[src/rtl/binary_to_ascii_serializer.sv]
// binary_to_ascii_serializer: double-dabble binary-to-BCD converter streaming ASCII digits MSD first
module binary_to_ascii_serializer #(
  parameter int DIGITS_LENGTH = 8,
  parameter int BIN_WIDTH = DIGITS_LENGTH*4,
  parameter bit SUPPRESS_ZEROS = 1'b1
) (
  input  logic                 clk,
  input  logic                 rst_n,
  input  logic [BIN_WIDTH-1:0] bin_data_in,
  input  logic                 bin_valid_in,
  output logic                 bin_ready_out,
  output logic [7:0]           ascii_char_out,
  output logic                 ascii_valid_out,
  input  logic                 ascii_ready_in,
  output logic                 ascii_last_out,
  output logic                 overflow_out,
  output logic                 busy_out
);
  localparam int BCD_W = 4*DIGITS_LENGTH;
  localparam int IW = (DIGITS_LENGTH > 1) ? $clog2(DIGITS_LENGTH) : 1;
  localparam int CW = $clog2(BIN_WIDTH+1);
  typedef enum logic [1:0] {IDLE = 2'd0, CONVERT = 2'd1, EMIT = 2'd2} state_t;
  state_t               state_q;
  logic [BIN_WIDTH-1:0] shift_q, shift_d;
  logic [BCD_W-1:0]     bcd_q, bcd_d, adj;
  logic                 carry;
  logic [CW-1:0]        cnt_q;
  logic [IW-1:0]        idx_q, idx_dec, top_idx;
  logic [7:0]           char_q;
  logic                 valid_q, last_q, ovf_q;
  function automatic logic [7:0] ascii(input logic [BCD_W-1:0] b, input logic [IW-1:0] i);
    return {4'h3, b[{i, 2'b00} +: 4]};
  endfunction
  always_comb begin
    adj = bcd_q;
    for (int i = 0; i < DIGITS_LENGTH; i++)
      if (bcd_q[4*i +: 4] >= 4'd5) adj[4*i +: 4] = bcd_q[4*i +: 4] + 4'd3;
  end
  // bit leaving the top nibble is the 10**DIGITS_LENGTH carry: dropped from the result, kept as overflow
  assign {carry, bcd_d, shift_d} = {adj, shift_q, 1'b0};
  always_comb begin
    top_idx = '0;
    for (int i = 0; i < DIGITS_LENGTH; i++)
      if (!SUPPRESS_ZEROS || bcd_d[4*i +: 4] != 4'd0) top_idx = IW'(i);
  end
  assign idx_dec = idx_q - 1'b1;
  always_ff @(posedge clk or negedge rst_n) begin
    if (!rst_n) begin
      state_q <= IDLE;
      shift_q <= '0;
      bcd_q   <= '0;
      cnt_q   <= '0;
      idx_q   <= '0;
      char_q  <= 8'h00;
      valid_q <= 1'b0;
      last_q  <= 1'b0;
      ovf_q   <= 1'b0;
    end else begin
      case (state_q)
        IDLE: if (bin_valid_in) begin
          state_q <= CONVERT;
          shift_q <= bin_data_in;
          bcd_q   <= '0;
          cnt_q   <= '0;
          ovf_q   <= 1'b0;
        end
        CONVERT: begin
          shift_q <= shift_d;
          bcd_q   <= bcd_d;
          ovf_q   <= ovf_q | carry;
          cnt_q   <= cnt_q + 1'b1;
          if (cnt_q == CW'(BIN_WIDTH-1)) begin
            state_q <= EMIT;
            idx_q   <= top_idx;
            char_q  <= ascii(bcd_d, top_idx);
            last_q  <= (top_idx == '0);
            valid_q <= 1'b1;
          end
        end
        EMIT: if (ascii_ready_in) begin
          if (last_q) begin
            state_q <= IDLE;
            valid_q <= 1'b0;
            last_q  <= 1'b0;
            char_q  <= 8'h00;
            ovf_q   <= 1'b0;
          end else begin
            idx_q  <= idx_dec;
            char_q <= ascii(bcd_q, idx_dec);
            last_q <= (idx_dec == '0);
          end
        end
        default: state_q <= IDLE;
      endcase
    end
  end
  assign bin_ready_out   = (state_q == IDLE);
  assign busy_out        = (state_q != IDLE);
  assign ascii_char_out  = char_q;
  assign ascii_valid_out = valid_q;
  assign ascii_last_out  = last_q;
  assign overflow_out    = ovf_q;
endmodule
[config.mk]
export PLATFORM = sky130hd
export DESIGN_NAME = binary_to_ascii_serializer
export DESIGN_NICKNAME = d
export VERILOG_FILES = /design/src/rtl/binary_to_ascii_serializer.sv
export SDC_FILE = /design/constraint.sdc
export NUM_CORES = 1
export LEC_CHECK = 0
export ABC_CLOCK_PERIOD_IN_PS = 5400
export BUFFER_PORTS_ARGS = -buffer_cell sky130_fd_sc_hd__buf_2
export CAP_MARGIN = 25
export CORE_MARGIN = 2
export CORE_UTILIZATION = 47
export DETAILED_ROUTE_END_ITERATION = 10
export GPL_ROUTABILITY_DRIVEN = 0
export PLACE_DENSITY = 0.66
export SLEW_MARGIN = 10
export SYNTH_ARGS = -nofsm -noshare
export SYNTH_HDL_FRONTEND = slang
export SYNTH_SLANG_ARGS = --single-unit
[constraint.sdc]
create_clock -name clk -period 5.4 [get_ports clk]
set_input_delay 0.81 -clock clk [delete_from_list [all_inputs] [get_ports clk]]
set_output_delay 0.81 -clock clk [all_outputs]
set_load 0.02 [all_outputs]
==> impl_metrics.sql, run 1 <==
INSERT INTO impl_metrics (metric_group, metric, value, unit) VALUES
('placement', 'buffer_ports.inserted', '46', ''),
('yosys', 'yosys.area_share.xor_xnor', '0.0150', ''),
('global_routing', 'grt_antenna_before_repair', '0', ''),
('cells_and_area', 'area_growth', '9.47', '%'),
('setup_path', 'worst-endpoint-required', '5640', 'ps'),
('clocking', 'post_cts_buffers', '0', ''),
('timing', 'post-route-min-period', '3410', 'ps'),
('yosys', 'share_of_flip_flops_with_an_asynchronous_set_or_reset', '1.00', ''),
('timing', 'final-max-slew-violation-count', '0', ''),
('floorplanning', 'floorplan.die.height', '110', 'µm'),
('yosys', 'synthAdderAreaFrac', '0.0452', ''),
('setup_path', 'path_class', 'register to register', ''),
('global_routing', 'grt_max_degree', '65', ''),
('timing', 'period_share', '0.631', ''),
('cells_and_area', 'fillers', '1004', ''),
('cells_and_area', 'final_layout_size_suffix_gt1_frac', '0.141', ''),
('setup_path', 'kind_of_cell_adding_the_most_delay_to_the_critical_path', 'compound AO/OA/AOI/OAI gates', ''),
('setup_path', 'crit_path_cell_trace', 'inv_1, ha_1, nand2b_1, a21oi_1, mux2i_1, or4b_1, a311o_1, mux2_4, a221oi_2, a21oi_1', ''),
('floorplanning', 'num_io_pins', '49', ''),
('timing', 'hold_violations', '0', ''),
('floorplanning', 'design.die.area', '12000', 'µm²'),
('floorplanning', 'fp.dieW', '110', 'µm'),
('route', 'average_detailed_routed_wire_length_per_instance', '16.4', 'µm'),
('placement', 'dpl_worst_slack', '2030', 'ps'),
('route', 'drtPass1Iterations', '5', ''),
('clocking', 'clock_buffer_count_from_cts', '9', ''),
('timing', 'final.setup_skew', '11.6', 'ps'),
('global_routing', 'grt_first_pass_wirelength', '20900', 'µm'),
('placement', 'hpwlAfterDp', '8880', 'µm'),
('yosys', 'largest_family_of_logic_cells_by_synthesized_area', 'compound AO/OA/AOI/OAI gates', ''),
('placement', 'place.detailed.instances', '756', ''),
('pwr', 'peakVddDrop', '0.288', 'mV'),
('timing', 'timing.fmax', '293', 'MHz'),
('floorplanning', 'num_rows', '38', ''),
('timing', 'holdWs', '321', 'ps'),
('cells_and_area', 'finalCoreUtilization', '0.528', ''),
('clocking', 'cts.reportedPaths.clkPinSlew', '90', 'ps'),
('yosys', 'ys_ff_latch', '83', ''),
('setup_path', 'kind_of_launch_point_of_the_worst_setup_path', 'register', ''),
('clocking', 'cts_htree_levels', '3', ''),
('floorplanning', 'core_region_area', '10900', 'µm²'),
('clocking', 'cts_buffer_depth', '2', ''),
('timing', 'final_worst_setup_slack', '1990', 'ps'),
('setup_path', 'crit_top_cell', 'sky130_fd_sc_hd__a21oi_1', ''),
('floorplanning', 'initial_utilization', '0.483', ''),
('route', 'detail-route-antenna-nets', '0', ''),
('global_routing', 'first_global_vias', '4232', ''),
('timing', 'max_slew.worst_pin.slew', '814', 'ps'),
('clocking', 'post_cts_resized', '0', ''),
('yosys', 'syn-cell-area', '5260', 'µm²'),
('setup_path', 'slowest_delay', '640', 'ps'),
('route', 'routed_wirelength', '12700', 'µm'),
('hold_path', 'min-delay-path-class', 'primary input to asynchronous set/reset pin', ''),
('setup_path', 'end_kind', 'register', ''),
('route', 'vias_cell', '5.92', ''),
('yosys', 'netlist_instances', '597', ''),
('timing', 'timing.max_slew.rel_slack', '0.457', ''),
('yosys', 'synth-simple-area-share', '0.177', ''),
('cells_and_area', 'seq_area', '2080', 'µm²'),
('clocking', 'tritoncts', 'yes', ''),
('setup_path', 'timing.critical_path.fanout_max', '17', ''),
('yosys', 'synth_top_flop_cell', 'sky130_fd_sc_hd__dfrtp_1', ''),
('outcome', 'status', 'complete, no violations', ''),
('yosys', 'yosys_warnings', '0', ''),
('pwr', 'total_leakage_power', '2.51', 'nW'),
('cells_and_area', 'final_instance_count_excl_fillers', '772', ''),
('yosys', 'synth_compound_area_frac', '0.242', ''),
('yosys', 'post_synth_mux_area_share', '0.0750', ''),
('clocking', 'root_buffer', 'sky130_fd_sc_hd__clkbuf_8', ''),
('setup_path', 'critical-path-slowest-cell', 'sky130_fd_sc_hd__a311o_1', ''),
('timing', 'setup-tns-final', '0', 'ps');
-- per-stage QoR --
step           cell area (µm²)  total power, mW
3_5_place_dp              5580             2.97
6_report                  5750             3.40
4_1_cts                   5750             3.41
2_1_floorplan             5260             2.49
3_3_place_gp              5580             2.91
5_1_grt                   5750             3.70
-- logic make-up (layout without fill, tap and decap cells) --
logic type / count (synthesis) / count (layout)
DFF: 83 / 83
muxes: 28 / 28
AOI/OAI and AO/OA: 212 / 212
xor gates and xnor gates: 9 / 9
other: 1 / 2
adders and majority gates: 19 / 19
and+or+nand+nor: 181 / 181
buffers and inverters: 64 / 98
-- worst register-to-register path, delay by kind of cell, from the launching register on --
kind	cells	cell delay [ps]
AOI/OAI and AO/OA	4	1320
DFF	1	460
adders and majority gates	1	190
muxes	2	640
and+or+nand+nor	2	580
buffers and inverters	1	120
-- synthesized netlist by cell type (2+ instances only) --
master / number / area share
sky130_fd_sc_hd__o211ai_1: 5 / 0.0071
sky130_fd_sc_hd__o21ai_1: 3 / 0.0029
sky130_fd_sc_hd__a21oi_1: 52 / 0.050
sky130_fd_sc_hd__inv_1: 29 / 0.021
sky130_fd_sc_hd__clkbuf_1: 28 / 0.020
sky130_fd_sc_hd__nand3_1: 6 / 0.0057
sky130_fd_sc_hd__nand3b_1: 3 / 0.0043
sky130_fd_sc_hd__a22o_1: 6 / 0.010
sky130_fd_sc_hd__o21a_1: 2 / 0.0029
sky130_fd_sc_hd__nand2_1: 68 / 0.049
sky130_fd_sc_hd__a311o_1: 3 / 0.0057
sky130_fd_sc_hd__o21bai_1: 4 / 0.0057
sky130_fd_sc_hd__mux2i_1: 15 / 0.029
sky130_fd_sc_hd__nor3_1: 11 / 0.010
sky130_fd_sc_hd__nand4_1: 3 / 0.0036
sky130_fd_sc_hd__nor2_1: 17 / 0.012
sky130_fd_sc_hd__xnor2_1: 8 / 0.013
sky130_fd_sc_hd__or3b_2: 2 / 0.0033
sky130_fd_sc_hd__and2_1: 4 / 0.0048
sky130_fd_sc_hd__buf_4: 3 / 0.0043
sky130_fd_sc_hd__nor3b_1: 10 / 0.014
sky130_fd_sc_hd__dfrtp_1: 83 / 0.40
sky130_fd_sc_hd__a21boi_0: 2 / 0.0029
sky130_fd_sc_hd__nand2b_1: 8 / 0.0095
sky130_fd_sc_hd__mux2_2: 4 / 0.0086
sky130_fd_sc_hd__o221ai_1: 3 / 0.0050
sky130_fd_sc_hd__mux4_2: 7 / 0.030
sky130_fd_sc_hd__buf_1: 2 / 0.0014
sky130_fd_sc_hd__a22oi_1: 32 / 0.046
sky130_fd_sc_hd__ha_1: 19 / 0.045
sky130_fd_sc_hd__nor4_1: 3 / 0.0036
sky130_fd_sc_hd__nor2b_1: 41 / 0.049
sky130_fd_sc_hd__o21ai_0: 86 / 0.082
sky130_fd_sc_hd__a31oi_1: 5 / 0.0060
-- path summary, 6_finish.rpt --
kind                            cells after the start                            end                    from  slack [ps]
worst max-delay path                               10  ascii_char_out[1]$_DFFE_PN0P_   bcd_q[12]$_DFFE_PN0P_        1990
worst min-delay path                                1          bcd_q[19]$_DFFE_PN0P_                   rst_n         320
worst max register to register                     10  ascii_char_out[1]$_DFFE_PN0P_   bcd_q[12]$_DFFE_PN0P_        1990
worst min register to register                      1         shift_q[0]$_DFFE_PN0P_  shift_q[0]$_DFFE_PN0P_         510
max in group asynchronous                           2        shift_q[29]$_DFFE_PN0P_                   rst_n        3990
min in group clk                                    1         shift_q[0]$_DFFE_PN0P_  shift_q[0]$_DFFE_PN0P_         510
-- metal layers --
metal	routed length (µm)	vias to the layer above	GRT usage
li1	-	2200	-
met3	748	25	0.0427
met1	5930	2202	0.318
met2	5730	143	0.328
met5	0	-	0
met4	273	0	0.0940
-- power by group --
group | internal, mW | switching [mW] | total (mW)
logic | 0.768 | 1.03 | 1.80
registers | 0.882 | 0.304 | 1.19
clock network | 0.171 | 0.248 | 0.420
total | 1.82 | 1.58 | 3.40
-- layout by cell type (no fill, tap or decap), types with 4 or more instances in the layout --
cell type                  Yosys  layout
sky130_fd_sc_hd__o21ai_0      86      86
sky130_fd_sc_hd__dfrtp_1      83      83
sky130_fd_sc_hd__nand2_1      68      68
sky130_fd_sc_hd__a21oi_1      52      52
sky130_fd_sc_hd__buf_2         1      45
sky130_fd_sc_hd__nor2b_1      41      39
sky130_fd_sc_hd__a22oi_1      32      32
sky130_fd_sc_hd__inv_1        29      29
sky130_fd_sc_hd__ha_1         19      19
sky130_fd_sc_hd__nor2_1       17      17
sky130_fd_sc_hd__mux2i_1      15      15
sky130_fd_sc_hd__nor3_1       11      11
sky130_fd_sc_hd__nor3b_1      10      10
sky130_fd_sc_hd__clkbuf_8      0       9
sky130_fd_sc_hd__nand2b_1      8       8
sky130_fd_sc_hd__xnor2_1       8       8
sky130_fd_sc_hd__buf_4         3       8
sky130_fd_sc_hd__mux4_2        7       7
sky130_fd_sc_hd__a22o_1        6       6
sky130_fd_sc_hd__nand3_1       6       6
sky130_fd_sc_hd__o211ai_1      5       5
sky130_fd_sc_hd__a31oi_1       5       5
sky130_fd_sc_hd__mux2_2        4       4
sky130_fd_sc_hd__and2_1        4       4
-- flip-flops by register name, indices dropped and copies added (netlist names) --
name / cells
state_q: 2
bcd_q: 32
ascii_last_out: 1
ascii_char_out: 5
overflow_out: 1
cnt_q: 6
shift_q: 32
idx_q: 3
ascii_valid_out: 1
-- area by class of cell --
class	instances	share of cell area
Clock buffer	10	0.0222
Sequential cell	83	0.361
Inverter	29	0.0189
Multi-Input combinational cell	451	0.509
Clock inverter	6	0.00848
Tap cell	140	0.0304
Timing Repair Buffer	53	0.0496
Note: power is estimated with default switching activity, not from simulation.
==> run 2: changes to the inputs <==
--- a/config.mk
+++ b/config.mk
@@ -5,7 +5,8 @@
 export SDC_FILE = /design/constraint.sdc
 export NUM_CORES = 1
 export LEC_CHECK = 0
-export ABC_CLOCK_PERIOD_IN_PS = 5400
+export ABC_AREA = 1
+export ABC_CLOCK_PERIOD_IN_PS = 3450
 export BUFFER_PORTS_ARGS = -buffer_cell sky130_fd_sc_hd__buf_2
 export CAP_MARGIN = 25
 export CORE_MARGIN = 2
==> constraint.sdc (replaced) <==
create_clock -name clk -period 3.45 [get_ports clk]
set_input_delay 0.5175 -clock clk [delete_from_list [all_inputs] [get_ports clk]]
set_output_delay 0.5175 -clock clk [all_outputs]
set_load 0.02 [all_outputs]
==> run 2 against run 1 <==
  * Sequential power grew 51%
  * Sequential share of layout area is 1.4 points higher
  * Register-to-register slack lost 1700 ps
  * Combinational power rose by 93%
  * Setup slack got worse by 1700 ps
  * Cell count is 8.3% higher
  * Via count increased by 0.77%
  * Total power is 73% higher
  * First-iteration DRC count up 24%
  * Flip-flop and latch count did not move
  * Clock power increased by 45%
  * Critical path depth unchanged
  * Critical path type unchanged
  * Critical endpoint is now ascii_char_out[2]$_DFFE_PN0P_
  * Largest power group unchanged
==> impl_metrics.sql, run 2 <==
INSERT INTO impl_metrics (metric_group, metric, value, unit) VALUES
('outcome', 'status', 'complete, no violations', ''),
('pwr', 'p_int', '2.91', 'mW'),
('pwr', 'total_leakage_power', '2.74', 'nW'),
('clocking', 'cts.reportedPaths.clkPinSlew', '80', 'ps'),
('yosys', 'ys_ff_latch', '83', ''),
('global_routing', 'globalRouteOverflowTotal', '0', ''),
('yosys', 'synth_sequential_area_ratio', '0.417', ''),
('timing', 'post-route-min-period', '3120', 'ps'),
('timing', 'period_share', '0.905', ''),
('pwr', 'p_switching', '2.98', 'mW'),
('timing', 'hold_violations', '0', ''),
('pwr', 'power.combinational.fraction', '0.590', ''),
('global_routing', 'grt_antenna_before_repair', '0', ''),
('route', 'num_vias', '4605', ''),
('clocking', 'post_cts_buffers', '0', ''),
('timing', 'timing.max_slew.rel_slack', '0.587', ''),
('placement', 'dpl_worst_slack', '275', 'ps'),
('hold_path', 'min-delay-path-class', 'primary input to asynchronous set/reset pin', ''),
('floorplanning', 'initial_utilization', '0.483', ''),
('yosys', 'synth_top_area_frac', '0.417', ''),
('yosys', 'syn-cell-area', '4990', 'µm²'),
('floorplanning', 'design.die.area', '11400', 'µm²'),
('setup_path', 'slowest_delay', '740', 'ps'),
('setup_path', 'path_class', 'register to register', ''),
('floorplanning', 'floorplan.die.height', '107', 'µm'),
('global_routing', 'first_global_vias', '4384', ''),
('route', 'drc', '0', ''),
('timing', 'final_worst_setup_slack', '328', 'ps'),
('setup_path', 'crit_path_cell_trace', 'clkinvlp_4, ha_1, inv_1, a21oi_1, o21ai_0, nand3_1, o211ai_1, nand2_1, a21oi_1, a21oi_1', ''),
('floorplanning', 'core_region_area', '10300', 'µm²'),
('timing', 'report.final.setup_viol', '0', ''),
('timing', 'unrepaired_setup_endpoints_after_global_routing', 'false', ''),
('pwr', 'fin_total_pwr', '5.88', 'mW'),
('clocking', 'tritoncts', 'yes', ''),
('timing', 'timing.fmax', '320', 'MHz'),
('floorplanning', 'fp.dieW', '107', 'µm'),
('cells_and_area', 'layout_top_registers', 'bcd_q x32, shift_q x32, cnt_q x6', ''),
('route', 'routed_wirelength', '12100', 'µm'),
('yosys', 'post-synth-top-area-cell', 'sky130_fd_sc_hd__dfrtp_1', ''),
('timing', 'setup-tns-final', '0', 'ps'),
('yosys', 'synth_top_flop_cell', 'sky130_fd_sc_hd__dfrtp_1', ''),
('pwr', 'netSwitchingFraction', '0.506', ''),
('clocking', 'cts_buffer_depth', '2', ''),
('setup_path', 'crit_top_cell', 'sky130_fd_sc_hd__a21oi_1', ''),
('clocking', 'root_buffer', 'sky130_fd_sc_hd__clkbuf_8', ''),
('yosys', 'yosysMostFrequentCell', 'sky130_fd_sc_hd__nand2_1', ''),
('pwr', 'power.density', '1060', 'nW/µm²'),
('setup_path', 'crit_arrival', '3360', 'ps'),
('setup_path', 'kind_of_cell_adding_the_most_delay_to_the_critical_path', 'buffers and inverters', ''),
('route', 'average_detailed_routed_wire_length_per_instance', '14.5', 'µm'),
('setup_path', 'kind_of_launch_point_of_the_worst_setup_path', 'register', ''),
('yosys', 'post_synth_most_frequent_cells', 'sky130_fd_sc_hd__nand2_1, sky130_fd_sc_hd__inv_1, sky130_fd_sc_hd__dfrtp_1', ''),
('placement', 'buffer_ports.inserted', '46', ''),
('pwr', 'peakVddDrop', '0.404', 'mV'),
('global_routing', 'grt_util_all_layers', '0.227', ''),
('yosys', 'netlist_instances', '659', ''),
('floorplanning', 'num_io_pins', '49', ''),
('pwr', 'seq_power_share', '0.306', ''),
('timing', 'max_slew.worst_pin.slew', '620', 'ps'),
('clocking', 'cts_htree_levels', '3', ''),
('yosys', 'netlist_top_cells_area', 'sky130_fd_sc_hd__dfrtp_1, sky130_fd_sc_hd__nand2_1, sky130_fd_sc_hd__inv_1', ''),
('clocking', 'hold_buffers', '0', ''),
('timing', 'final.setup_skew', '12.3', 'ps'),
('floorplanning', 'num_rows', '37', ''),
('clocking', 'clock_sink_count', '83', ''),
('global_routing', 'grt_max_degree', '46', ''),
('job', 'drv.max_cap_violation_count', '0', ''),
('setup_path', 'worst-endpoint-required', '3690', 'ps'),
('cells_and_area', 'area_growth', '11.0', '%'),
('clocking', 'clock_buffer_count_from_cts', '9', ''),
('pwr', 'power_frac_clock', '0.103', ''),
('global_routing', 'grt_first_pass_wirelength', '20800', 'µm'),
('setup_path', 'critical-path-slowest-cell', 'sky130_fd_sc_hd__dfrtp_1', ''),
('route', 'drtPass1Iterations', '5', ''),
('yosys', 'yosys_warnings', '0', ''),
('placement', 'hpwlAfterDp', '8840', 'µm'),
('cells_and_area', 'final_cell_mix', 'sky130_fd_sc_hd__nand2_1, sky130_fd_sc_hd__inv_1, sky130_fd_sc_hd__dfrtp_1', ''),
('cells_and_area', 'final_layout_size_suffix_gt1_frac', '0.127', ''),
('setup_path', 'cp_num_buf_inv', '2', ''),
('setup_path', 'end_kind', 'register', ''),
('yosys', 'share_of_flip_flops_with_an_asynchronous_set_or_reset', '1.00', ''),
('yosys', 'netlist-cell-type-count', '39', ''),
('cells_and_area', 'layout.cells.most_common', 'sky130_fd_sc_hd__nand2_1', ''),
('timing', 'final-max-slew-violation-count', '0', ''),
('yosys', 'synth-edff-count', '0', ''),
('route', 'detail-route-antenna-nets', '0', ''),
('route', 'dr.first_iter.drc_count', '336', ''),
('clocking', 'worstSkewPairLatency', '370', 'ps'),
('yosys', 'synth_area_per_cell', '7.57', 'µm²'),
('route', 'vias_cell', '5.51', ''),
('cells_and_area', 'insertedDiodeCount', '0', ''),
('setup_path', 'timing.critical_path.fanout_max', '19', ''),
('cells_and_area', 'num-nets-final', '752', '');
==> run 2: cell count changes in the layout (fill, tap and decap cells not counted), moves of 11 or more <==
cell / previous run / this run
sky130_fd_sc_hd__a21oi_1: 52 / 26
sky130_fd_sc_hd__a22oi_1: 32 / 17
sky130_fd_sc_hd__inv_1: 29 / 84
sky130_fd_sc_hd__mux2i_1: 15 / 0
sky130_fd_sc_hd__nand2_1: 68 / 166
sky130_fd_sc_hd__nand3_1: 6 / 49
sky130_fd_sc_hd__nor2_1: 17 / 31
sky130_fd_sc_hd__nor2b_1: 39 / 0
sky130_fd_sc_hd__nor3_1: 11 / 0
sky130_fd_sc_hd__o21ai_0: 86 / 53
sky130_fd_sc_hd__o22ai_1: 0 / 31
==> run 2: logic make-up after synthesis <==
| family | synth area share |
|---|---|
| simple gates | 0.234 |
| compound gates | 0.186 |
| other cells | 0.000752 |
| buf+inv | 0.0911 |
| xor+xnor | 0.0241 |
| flops | 0.417 |
| fa+ha+maj | 0.0477 |
==> run 2: cell type report <==
class                           instances  area (µm²)
Clock buffer                           10         128
Clock inverter                          4        30.0
Fill cell                            1011        4790
Inverter                               88         334
Multi-Input combinational cell        460        2470
Sequential cell                        83        2080
Tap cell                              136         170
Timing Repair Buffer                   55         320
==> run 2: metrics by stage <==
step | area, µm² | hold WS, ps | utilization | cells
final | 5530 | 134 | 0.536 | 836
after CTS | 5520 | 134 | 0.535 | 836
after global placement | 5350 | 452 | 0.518 | 821
after detailed placement | 5360 | 460 | 0.520 | 822
after global routing | 5530 | 162 | 0.536 | 836
after floorplan | 4990 | 222 | - | 660
==> run 2: path summary, 6_finish.rpt <==
kind,startpoint,endpoint,slack [ps],cells after the start
min in group clk,bin_data_in[20],shift_q[20]$_DFFE_PN0P_,360,3
max reg2reg,idx_q[0]$_DFFE_PN0P_,ascii_char_out[2]$_DFFE_PN0P_,330,10
min,rst_n,bcd_q[14]$_DFFE_PN0P_,130,1
min reg2reg,ascii_valid_out$_DFFE_PN0P_,ascii_valid_out$_DFFE_PN0P_,480,2
max,idx_q[0]$_DFFE_PN0P_,ascii_char_out[2]$_DFFE_PN0P_,330,10
max in group asynchronous,rst_n,shift_q[22]$_DFFE_PN0P_,2710,2
==> run 2: metal layers <==
metal / global-route usage / up-vias / part of all wire
met5: 0 / - / 0
met4: 0.0993 / 0 / 0.024
met3: 0.0334 / 20 / 0.045
met2: 0.355 / 114 / 0.45
met1: 0.314 / 2215 / 0.48
li1: - / 2256 / -
==> run 2: power groups by stage <==
stage                     Combinational, mW  Sequential (mW)  Clock, mW
after CTS                              3.44             1.79      0.627
final                                  3.47             1.80      0.608
after global placement                 3.34             1.79          0
after floorplan                        2.56             1.76          0
after global routing                   3.96             1.86      0.666
after detailed placement               3.43             1.81          0
==> run 2: what timing repair did <==
action | in CTS | in global routing
gates resized for setup | 0 | 2
endpoints found under the hold margin | 0 | 0
endpoints found under the setup margin | 0 | 2
